**config.mk**
```make
export PLATFORM = sky130hd
export DESIGN_NAME = mole_game_ctrl_flat
export DESIGN_NICKNAME = d
export VERILOG_FILES = /design/src/rtl/mole_game_if.sv /design/src/rtl/mole_game_ctrl.sv /design/src/flat_wrapper.sv
export SDC_FILE = /design/constraint.sdc
export NUM_CORES = 1
export LEC_CHECK = 0
export BUFFER_PORTS_ARGS = -buffer_cell sky130_fd_sc_hd__buf_2
export CAP_MARGIN = 20
export CELL_PAD_IN_SITES_DETAIL_PLACEMENT = 1
export CELL_PAD_IN_SITES_GLOBAL_PLACEMENT = 1
export CORE_ASPECT_RATIO = 1.4
export CORE_UTILIZATION = 43
export CTS_BUF_LIST = sky130_fd_sc_hd__clkbuf_4
export DETAILED_ROUTE_END_ITERATION = 12
export PLACE_DENSITY_LB_ADDON = 0.1
export SLEW_MARGIN = 20
export SYNTH_ARGS = -nofsm -noshare
export SYNTH_HDL_FRONTEND = slang
export SYNTH_SLANG_ARGS = --single-unit
```
**constraint.sdc**
```tcl
create_clock -name clk -period 3.5 [get_ports clk]
set_clock_uncertainty 0.15 [all_clocks]
set_input_delay 0.525 -clock clk [delete_from_list [all_inputs] [get_ports clk]]
set_output_delay 0.525 -clock clk [all_outputs]
set_load 0.05 [all_outputs]
```
**src/rtl/mole_game_if.sv**
```systemverilog
// Whack-a-mole game bus: player controls in, mole/score/countdown status out.
interface mole_game_if #(
  parameter int POS_W   = 3,
  parameter int SCORE_W = 8
);
  logic               i_start;
  logic               i_eval;
  logic [POS_W-1:0]   i_guess;
  logic [POS_W-1:0]   o_mole_pos;
  logic               o_mole_change;
  logic               o_hit;
  logic               o_miss;
  logic               o_timeout;
  logic [SCORE_W-1:0] o_score;
  logic [4:0]         o_seconds;
  logic [1:0]         o_state;
  logic               o_game_over;

  // Input side (debouncers / bench) drives the controls.
  modport master (
    output i_start, i_eval, i_guess,
    input  o_mole_pos, o_mole_change, o_hit, o_miss, o_timeout,
           o_score, o_seconds, o_state, o_game_over
  );

  // Game core consumes controls and drives status.
  modport slave (
    input  i_start, i_eval, i_guess,
    output o_mole_pos, o_mole_change, o_hit, o_miss, o_timeout,
           o_score, o_seconds, o_state, o_game_over
  );
endinterface

```
**src/rtl/mole_game_ctrl.sv**
```systemverilog
// Whack-a-mole game core: LFSR mole placement, guess scoring, mole timeout,
// countdown and IDLE/PLAY/OVER game FSM.
module mole_game_ctrl #(
  parameter int          NUM_HOLES          = 8,
  parameter int          POS_W              = 3,
  parameter int          SCORE_W            = 8,
  parameter int          GAME_SECONDS       = 30,
  parameter int          TICKS_PER_SEC      = 100_000_000,
  parameter int          MOLE_TIMEOUT_TICKS = 150_000_000,
  parameter bit          MISS_PENALTY       = 1'b0,
  parameter logic [15:0] LFSR_SEED          = 16'hACE1
) (
  input  logic        clk,
  input  logic        rst,
  mole_game_if.slave  bus
);

  typedef enum logic [1:0] {IDLE = 2'd0, PLAY = 2'd1, OVER = 2'd2} state_e;

  localparam int TW = $clog2(TICKS_PER_SEC + 1);
  localparam int MW = $clog2(MOLE_TIMEOUT_TICKS + 1);
  // Candidate arithmetic is done wide enough for both the 8-bit LFSR slice and the position.
  localparam int CW = (POS_W > 9) ? POS_W : 9;

  localparam logic [TW-1:0]      TICK_LAST = TW'(TICKS_PER_SEC - 1);
  localparam logic [MW-1:0]      TMO_LAST  = MW'(MOLE_TIMEOUT_TICKS - 1);
  localparam logic [CW-1:0]      HOLES     = CW'(NUM_HOLES);
  localparam logic [SCORE_W-1:0] SCORE_MAX = {SCORE_W{1'b1}};
  localparam logic [4:0]         SEC_INIT  = 5'(GAME_SECONDS);

  state_e             state_q, state_d;
  logic [15:0]        lfsr_q;
  logic [POS_W-1:0]   pos_q;
  logic [SCORE_W-1:0] score_q;
  logic [4:0]         sec_q;
  logic [TW-1:0]      tick_q;
  logic [MW-1:0]      tmo_q;
  logic               hit_pend_q;
  logic               hit_q, miss_q, tmo_pulse_q, chg_q;

  logic               play, start_game, wrap, final_tick;
  logic               eval_hit, eval_miss, tmo_fire, move_play;
  logic [CW-1:0]      cand, new_pos_ext;
  logic [POS_W-1:0]   new_pos;

  // Game FSM next state plus the per-cycle event decode that drives the datapath.
  always_comb begin
    state_d     = state_q;
    play        = (state_q == PLAY);
    start_game  = bus.i_start && (state_q == IDLE || state_q == OVER);
    wrap        = play && (tick_q == TICK_LAST);
    final_tick  = wrap && (sec_q == 5'd1);
    eval_hit    = play && bus.i_eval && (bus.i_guess == pos_q);
    eval_miss   = play && bus.i_eval && (bus.i_guess != pos_q);
    // A scheduled hit move takes priority, so the timeout cannot also fire that cycle.
    tmo_fire    = play && !hit_pend_q && (tmo_q == TMO_LAST);
    move_play   = play && (hit_pend_q || tmo_fire);
    cand        = CW'(lfsr_q[7:0]) % HOLES;
    new_pos_ext = cand;
    if (cand == CW'(pos_q))
      new_pos_ext = (cand == HOLES - CW'(1)) ? '0 : cand + CW'(1);
    new_pos     = POS_W'(new_pos_ext);
    case (state_q)
      IDLE:    if (bus.i_start) state_d = PLAY;
      PLAY:    if (final_tick)  state_d = OVER;
      OVER:    if (bus.i_start) state_d = PLAY;
      default: state_d = IDLE;
    endcase
  end

  // State register, LFSR, counters, score, mole position and output pulses.
  always_ff @(posedge clk) begin
    if (rst) begin
      state_q     <= IDLE;
      lfsr_q      <= LFSR_SEED;
      pos_q       <= '0;
      score_q     <= '0;
      sec_q       <= SEC_INIT;
      tick_q      <= '0;
      tmo_q       <= '0;
      hit_pend_q  <= 1'b0;
      hit_q       <= 1'b0;
      miss_q      <= 1'b0;
      tmo_pulse_q <= 1'b0;
      chg_q       <= 1'b0;
    end else begin
      state_q     <= state_d;
      lfsr_q      <= {lfsr_q[14:0], lfsr_q[15] ^ lfsr_q[13] ^ lfsr_q[12] ^ lfsr_q[10]};
      hit_q       <= eval_hit;
      miss_q      <= eval_miss;
      tmo_pulse_q <= tmo_fire;
      chg_q       <= start_game || move_play;
      // No follow-up move once the game has ended on this edge.
      hit_pend_q  <= eval_hit && !final_tick;
      if (start_game || move_play) pos_q <= new_pos;
      if (start_game) begin
        score_q <= '0;
        sec_q   <= SEC_INIT;
        tick_q  <= '0;
        tmo_q   <= '0;
      end else if (play) begin
        tick_q <= wrap ? '0 : tick_q + TW'(1);
        if (wrap) sec_q <= sec_q - 5'd1;
        if (eval_hit && score_q != SCORE_MAX)
          score_q <= score_q + SCORE_W'(1);
        else if (eval_miss && MISS_PENALTY && score_q != '0)
          score_q <= score_q - SCORE_W'(1);
        tmo_q <= (eval_hit || move_play) ? '0 : tmo_q + MW'(1);
      end
    end
  end

  assign bus.o_mole_pos    = pos_q;
  assign bus.o_mole_change = chg_q;
  assign bus.o_hit         = hit_q;
  assign bus.o_miss        = miss_q;
  assign bus.o_timeout     = tmo_pulse_q;
  assign bus.o_score       = score_q;
  assign bus.o_seconds     = sec_q;
  assign bus.o_state       = state_q;
  assign bus.o_game_over   = (state_q == OVER);

endmodule

```
**src/flat_wrapper.sv**
```systemverilog
// flat-port wrapper written by rule: the top's interface ports become plain ports
module mole_game_ctrl_flat 
#(
  parameter int          NUM_HOLES          = 8,
  parameter int          POS_W              = 3,
  parameter int          SCORE_W            = 8,
  parameter int          GAME_SECONDS       = 30,
  parameter int          TICKS_PER_SEC      = 100_000_000,
  parameter int          MOLE_TIMEOUT_TICKS = 150_000_000,
  parameter bit          MISS_PENALTY       = 1'b0,
  parameter logic [15:0] LFSR_SEED          = 16'hACE1
)
  (clk, rst, bus_i_start, bus_i_eval, bus_i_guess, bus_o_mole_pos, bus_o_mole_change, bus_o_hit, bus_o_miss, bus_o_timeout, bus_o_score, bus_o_seconds, bus_o_state, bus_o_game_over);
  mole_game_if #(.POS_W(POS_W), .SCORE_W(SCORE_W)) bus_i ();
  input  logic clk;
  input  logic rst;
  input wire logic [$bits(bus_i.i_start)-1:0] bus_i_start;
  input wire logic [$bits(bus_i.i_eval)-1:0] bus_i_eval;
  input wire logic [$bits(bus_i.i_guess)-1:0] bus_i_guess;
  output wire logic [$bits(bus_i.o_mole_pos)-1:0] bus_o_mole_pos;
  output wire logic [$bits(bus_i.o_mole_change)-1:0] bus_o_mole_change;
  output wire logic [$bits(bus_i.o_hit)-1:0] bus_o_hit;
  output wire logic [$bits(bus_i.o_miss)-1:0] bus_o_miss;
  output wire logic [$bits(bus_i.o_timeout)-1:0] bus_o_timeout;
  output wire logic [$bits(bus_i.o_score)-1:0] bus_o_score;
  output wire logic [$bits(bus_i.o_seconds)-1:0] bus_o_seconds;
  output wire logic [$bits(bus_i.o_state)-1:0] bus_o_state;
  output wire logic [$bits(bus_i.o_game_over)-1:0] bus_o_game_over;
  assign bus_i.i_start = bus_i_start;
  assign bus_i.i_eval = bus_i_eval;
  assign bus_i.i_guess = bus_i_guess;
  assign bus_o_mole_pos = bus_i.o_mole_pos;
  assign bus_o_mole_change = bus_i.o_mole_change;
  assign bus_o_hit = bus_i.o_hit;
  assign bus_o_miss = bus_i.o_miss;
  assign bus_o_timeout = bus_i.o_timeout;
  assign bus_o_score = bus_i.o_score;
  assign bus_o_seconds = bus_i.o_seconds;
  assign bus_o_state = bus_i.o_state;
  assign bus_o_game_over = bus_i.o_game_over;
  mole_game_ctrl #(.NUM_HOLES(NUM_HOLES), .POS_W(POS_W), .SCORE_W(SCORE_W), .GAME_SECONDS(GAME_SECONDS), .TICKS_PER_SEC(TICKS_PER_SEC), .MOLE_TIMEOUT_TICKS(MOLE_TIMEOUT_TICKS), .MISS_PENALTY(MISS_PENALTY), .LFSR_SEED(LFSR_SEED)) u_core (.clk(clk), .rst(rst), .bus(bus_i));
endmodule
```
# Yosys cells after proc, flatten, opt, wreduce, memory -nomap -nowiden
# Cells that the tools add are included.
# op_classes
n_addsub,5
n_eq_ne,12
n_mux,7
n_bitwise,3
n_reduce_logical,23
# op_table
operator,count
28-bit by 1-bit adder with 28-bit output (second input constant),1
28-bit == test (second input constant),1
28-bit two-way mux,1
27-bit by 1-bit adder with 27-bit output (second input constant),1
27-bit == test (second input constant),1
27-bit two-way mux,1
1-bit logical AND,11
8-bit by 1-bit adder with 8-bit output (second input constant),1
8-bit inequality test (second input constant),1
3-bit == test,2
3-bit two-way mux,2
2-bit AND reduction,3
5-bit by 1-bit == test with 1-bit output (second input constant),1
5-bit by 1-bit subtractor with 5-bit output (second input constant),1
1-bit logical OR,4
2-bit two-way mux,2
2-bit case mux with 2 select lines,1
2-bit OR reduction,2
3-bit by 1-bit adder with 3-bit output (second input constant),1
3-bit == test (second input constant),1
3-bit inequality test,1
1-bit bitwise XOR,3
2-bit by 1-bit == test with 1-bit output (second input constant),1
2-bit == test (second input constant),1
4 further kinds,5
# word_totals
ff_bits,94
out_inout_bits,23
wordCells,62

# Longest topological paths before layout
# logic_depth
word_depth,7
mapped_depth,8
mapped_depth_nobuf,6

# Worst setup path before layout
# OpenSTA, ideal clock, no wires.
# synth_timing
kind,reg2reg
startpoint,"register u_core.state_q[0], in the netlist u_core.bus.o_state[0]"
endpoint,"register u_core.sec_q[4], in the netlist u_core.bus.o_seconds[4]"
setup_time_ps,63
arrival_time_ps,2629
required_time_ps,3287
path_slack_ps,658
path_stages_with_launch,8
synth_period_minus_slack_ps,2842
cell_sequence,dfxtp_1 > nand2b_1 > buf_6 > or4_4 > buf_6 > or4_4 > or4_1 > nand3_1
# synth_between
elab_chain_cells,4
elab_cells_between_ends,8
cone_classes,2 x eq/ne; 6 x reduce/logical
# synth_rtl
item,line,text
"start, declared",mole_game_ctrl.sv:31,"state_e state_q, state_d;"
"start signal, assigned",mole_game_ctrl.sv:87,state_q <= state_d;
2-bit == test / 2-bit zero test (equally long branches),mole_game_ctrl.sv:50,start_game = bus.i_start && (state_q == IDLE || state_q == OVER);
1-bit logical OR,mole_game_ctrl.sv:50,
1-bit logical AND,mole_game_ctrl.sv:50,
2-bit OR reduction (no source line),-,
"end signal, assigned",mole_game_ctrl.sv:103,if (wrap) sec_q <= sec_q - 5'd1;
"end, declared",mole_game_ctrl.sv:35,logic [4:0] sec_q;
# Several ways; a longest one is shown, not always the timed one.
# A chain may end at the register's enable or synchronous reset.

# Final worst setup path
# Ends and elaborated chain as after synthesis.

==> impl_results.md <==
- Largest net degree at the start of global routing: 29
- Clock power frac: 31.9%
- Post-synthesis sequential area ratio: 45.7%
- P_sw: 0.488 mW
- Max Clock Freq: 372 MHz
- Min-delay src: bus_i_eval
- Initial DRC count: 92
- Max-slew headroom: about two fifths
- First-pass GRT wire length: 15600 um
- Post-synth EDFFs: 0
- Placed instance area: around 0.0044 mm^2
- Finished Cell Area: between 0.004 and 0.005 mm^2
- Number of CTS-inserted buffers: 9
- Initial antenna violation count: 0
- Remaining antenna violation count after routing: 0
- Slew @ Worst Pin: 0.874 ns
- Data required time of the worst path: between 3 and 4 ns
- Part of the power in registers: about three fifths
- Syn nets: 478
- Drt via density: around 5.4
- Clk Latency, worst-skew pair: ~0.45 ns
- Hold_buf cts: 0
- Setup violations, final: 0
- Num rows: 41
- Detailed Routing Iterations Pass 1: 8
- Avg Cell Area, Syn: 8.87 um^2
- Final hold vios: 0
- CTS tree: built
- Initial Utilization: 45.1%
- Leakage: 1.57 nW
- Top post-synthesis cells by area: dfxtp_1, xor2_1, xnor2_1, nor2_1, nand2_1
- Worst path arrival time: 2.92 ns
- Startpoint types: register
- Postcts setup bufs: 0
- Combinational fraction of design power: 8.0%
- PortBufs: 29
- CORE AREA: 0.00913 mm^2
- Max VDD drop: about 0.21 mV
- Worst flop-to-flop path startpoint: u_core.bus.o_state[0]
- Critical path class: reg -> reg
- Failing checks: design-rule violations
- Via Count: 3239
- Diodes inserted: 0
- Post-synth ARST share: 0%
- HP Class: in -> reg
- YS warnings: 0
- Post-Syn Area: around 0.0041 mm^2
- Setup TNS: 0 ns
- Total gr overflow: 0
- Crit end category: register
- CTS resizes: 0
- Avg WL per Cell: 15.0 um
- Syn Inst Count: 464
- Register bit total from synthesis: 94
- Synth top area share: 45.7%
- Clock Tree Root: clkbuf_4
- Top_reg_cell synth: dfxtp_1
- Outcome: complete, but fails checks
- Vias in the first global route: 3402
- Critical path origin: u_core.bus.o_state[0]
- Total GRT Usage: 19.6%
- Synth area leader: dfxtp_1
- I/O pin cnt: 30
- Die H: 118 um
- Unique masters post-synth: 42
- H-tree levels: 3
- RSZ-0062 raised after global routing: false
- Power per cell area: 412 mW/mm^2
- Width of the die: roughly 85 um
- Die area: 0.00997 mm^2
- Pre-CTS setup slack: 0.832 ns
- Reg2Reg Setup Slack: between 0.8 and 0.9 ns
- Maximum fanout along the worst path: 10
- Share of cells above drive strength 1: 12.4%
- Max_cap viols: 0
- Area grow syn2layout: 9.18%
- Final Cycle Share: 76.8%
- Final Max Tran Viols: 0
- Layout Nets: 507
- DRT Wirelength: 9060 um
- Internal power: 1.36 mW
- Switching Fraction: 26.3%
- Minimum clock period: 2.69 ns
- Setup WS post-layout: ~0.81 ns
- HPWL Detailed: 6950 um
- Clock sink total: 94
- RD Place Congestion: 0.765
- CTS clk-pin slew, worst paths: 0.16 ns
- Clk buf depth: 2
- Number of remaining DRC errors: 2
- Total power: between 1.5 and 2 mW
==> flip-flops by register name, indices dropped and copies added (netlist names), 2 cells and up <==
signal	cells
u_core.bus.o_score	8
u_core.bus.o_mole_pos	3
u_core.bus.o_seconds	5
u_core.tmo_q	28
u_core.tick_q	27
u_core.bus.o_state	2
u_core.lfsr_q	16
==> worst paths after layout <==
| path | to | cells after the start |
|---|---|---|
| worst min-delay path | u_core.bus.o_miss | 3 |
| worst max-delay path | u_core.bus.o_seconds[4] | 5 |
| worst max register to register | u_core.bus.o_seconds[4] | 5 |
| worst min register to register | u_core.lfsr_q[15] | 1 |
==> synthesized netlist by cell type (all sizes together) (7+ instances only) <==
cell type   n
nand2      38
nor2       68
xnor2      31
nand4      17
nand3      21
ha          7
nand2b      8
clkbuf      9
o21ai       8
a21oi      14
or2        10
or3         9
nor2b      12
nor4       10
inv         7
xor2       33
nor3       17
dfxtp      94
==> worst max-delay path, stage by stage (launching register included) <==
cell and delay, ns:
dfxtp_1 0.50, nand2b_1 0.25, or4_4 0.65, or4_4 0.55
or4_1 0.43, nand3_1 0.10
==> power by group through the flow <==
stage	clock (mW)	sequential (mW)	combinational (mW)
floorplan	0	1.16	0.0915
global placement	0	1.14	0.145
detailed placement	0	1.14	0.150
CTS	0.623	1.11	0.151
global route	0.657	1.12	0.163
finish	0.591	1.11	0.147
==> cell families (layout without fill, tap and decap cells) <==
kind of cell               after synthesis  count (layout)  share of synthesized area, %
and+or+nand+nor                        243             243                          31.0
DFF                                     94              94                          45.7
xor gates and xnor gates                64              64                          13.6
AOI/OAI and AO/OA                       31              31                          4.41
buffers and inverters                   22              56                          2.43
adders and majority gates                7               7                          2.13
muxes                                    3               3                         0.730
==> layer usage <==
layer | part of all wire (%) | global-route usage (%) | vias to the layer above
met5 | 0 | 0 | -
met4 | 1.5 | 6.67 | 0
met3 | 2.2 | 3.79 | 12
met2 | 57 | 39.4 | 24
met1 | 40 | 19.4 | 1555
li1 | - | - | 1648
==> stage by stage <==
stage                     std cells  utilization (%)  hold WS, ns
final                           605             49.2        0.182
after global routing            605             49.2        0.181
after CTS                       605             49.2        0.149
after detailed placement        589             47.7        0.245
after global placement          589             47.7        0.243
after floorplan                 464                -        0.239
==> final cells by class <==
class | instances | area [um^2]
clock inverters | 7 | 75.1
multi-input cells | 348 | 2130
repair buffers | 33 | 175
clock buffers | 9 | 67.6
flip-flops and latches | 94 | 1880
well taps | 107 | 134
inverters | 7 | 26.3
fillers | 1086 | 4640
==> layout by cell type (no fill, tap or decap), drive strengths merged, types with 5 or more instances in the layout <==
cell type	n
a21oi	14
and3	5
and4	5
buf	33
clkbuf	9
dfxtp	94
ha	7
inv	7
nand2	38
nand2b	8
nand3	21
nand4	17
nor2	68
nor2b	12
nor3	17
nor4	10
nor4b	6
o21ai	8
or2	10
or3	9
or4	5
xnor2	31
xor2	33
Power figures use the tool's default switching activity.
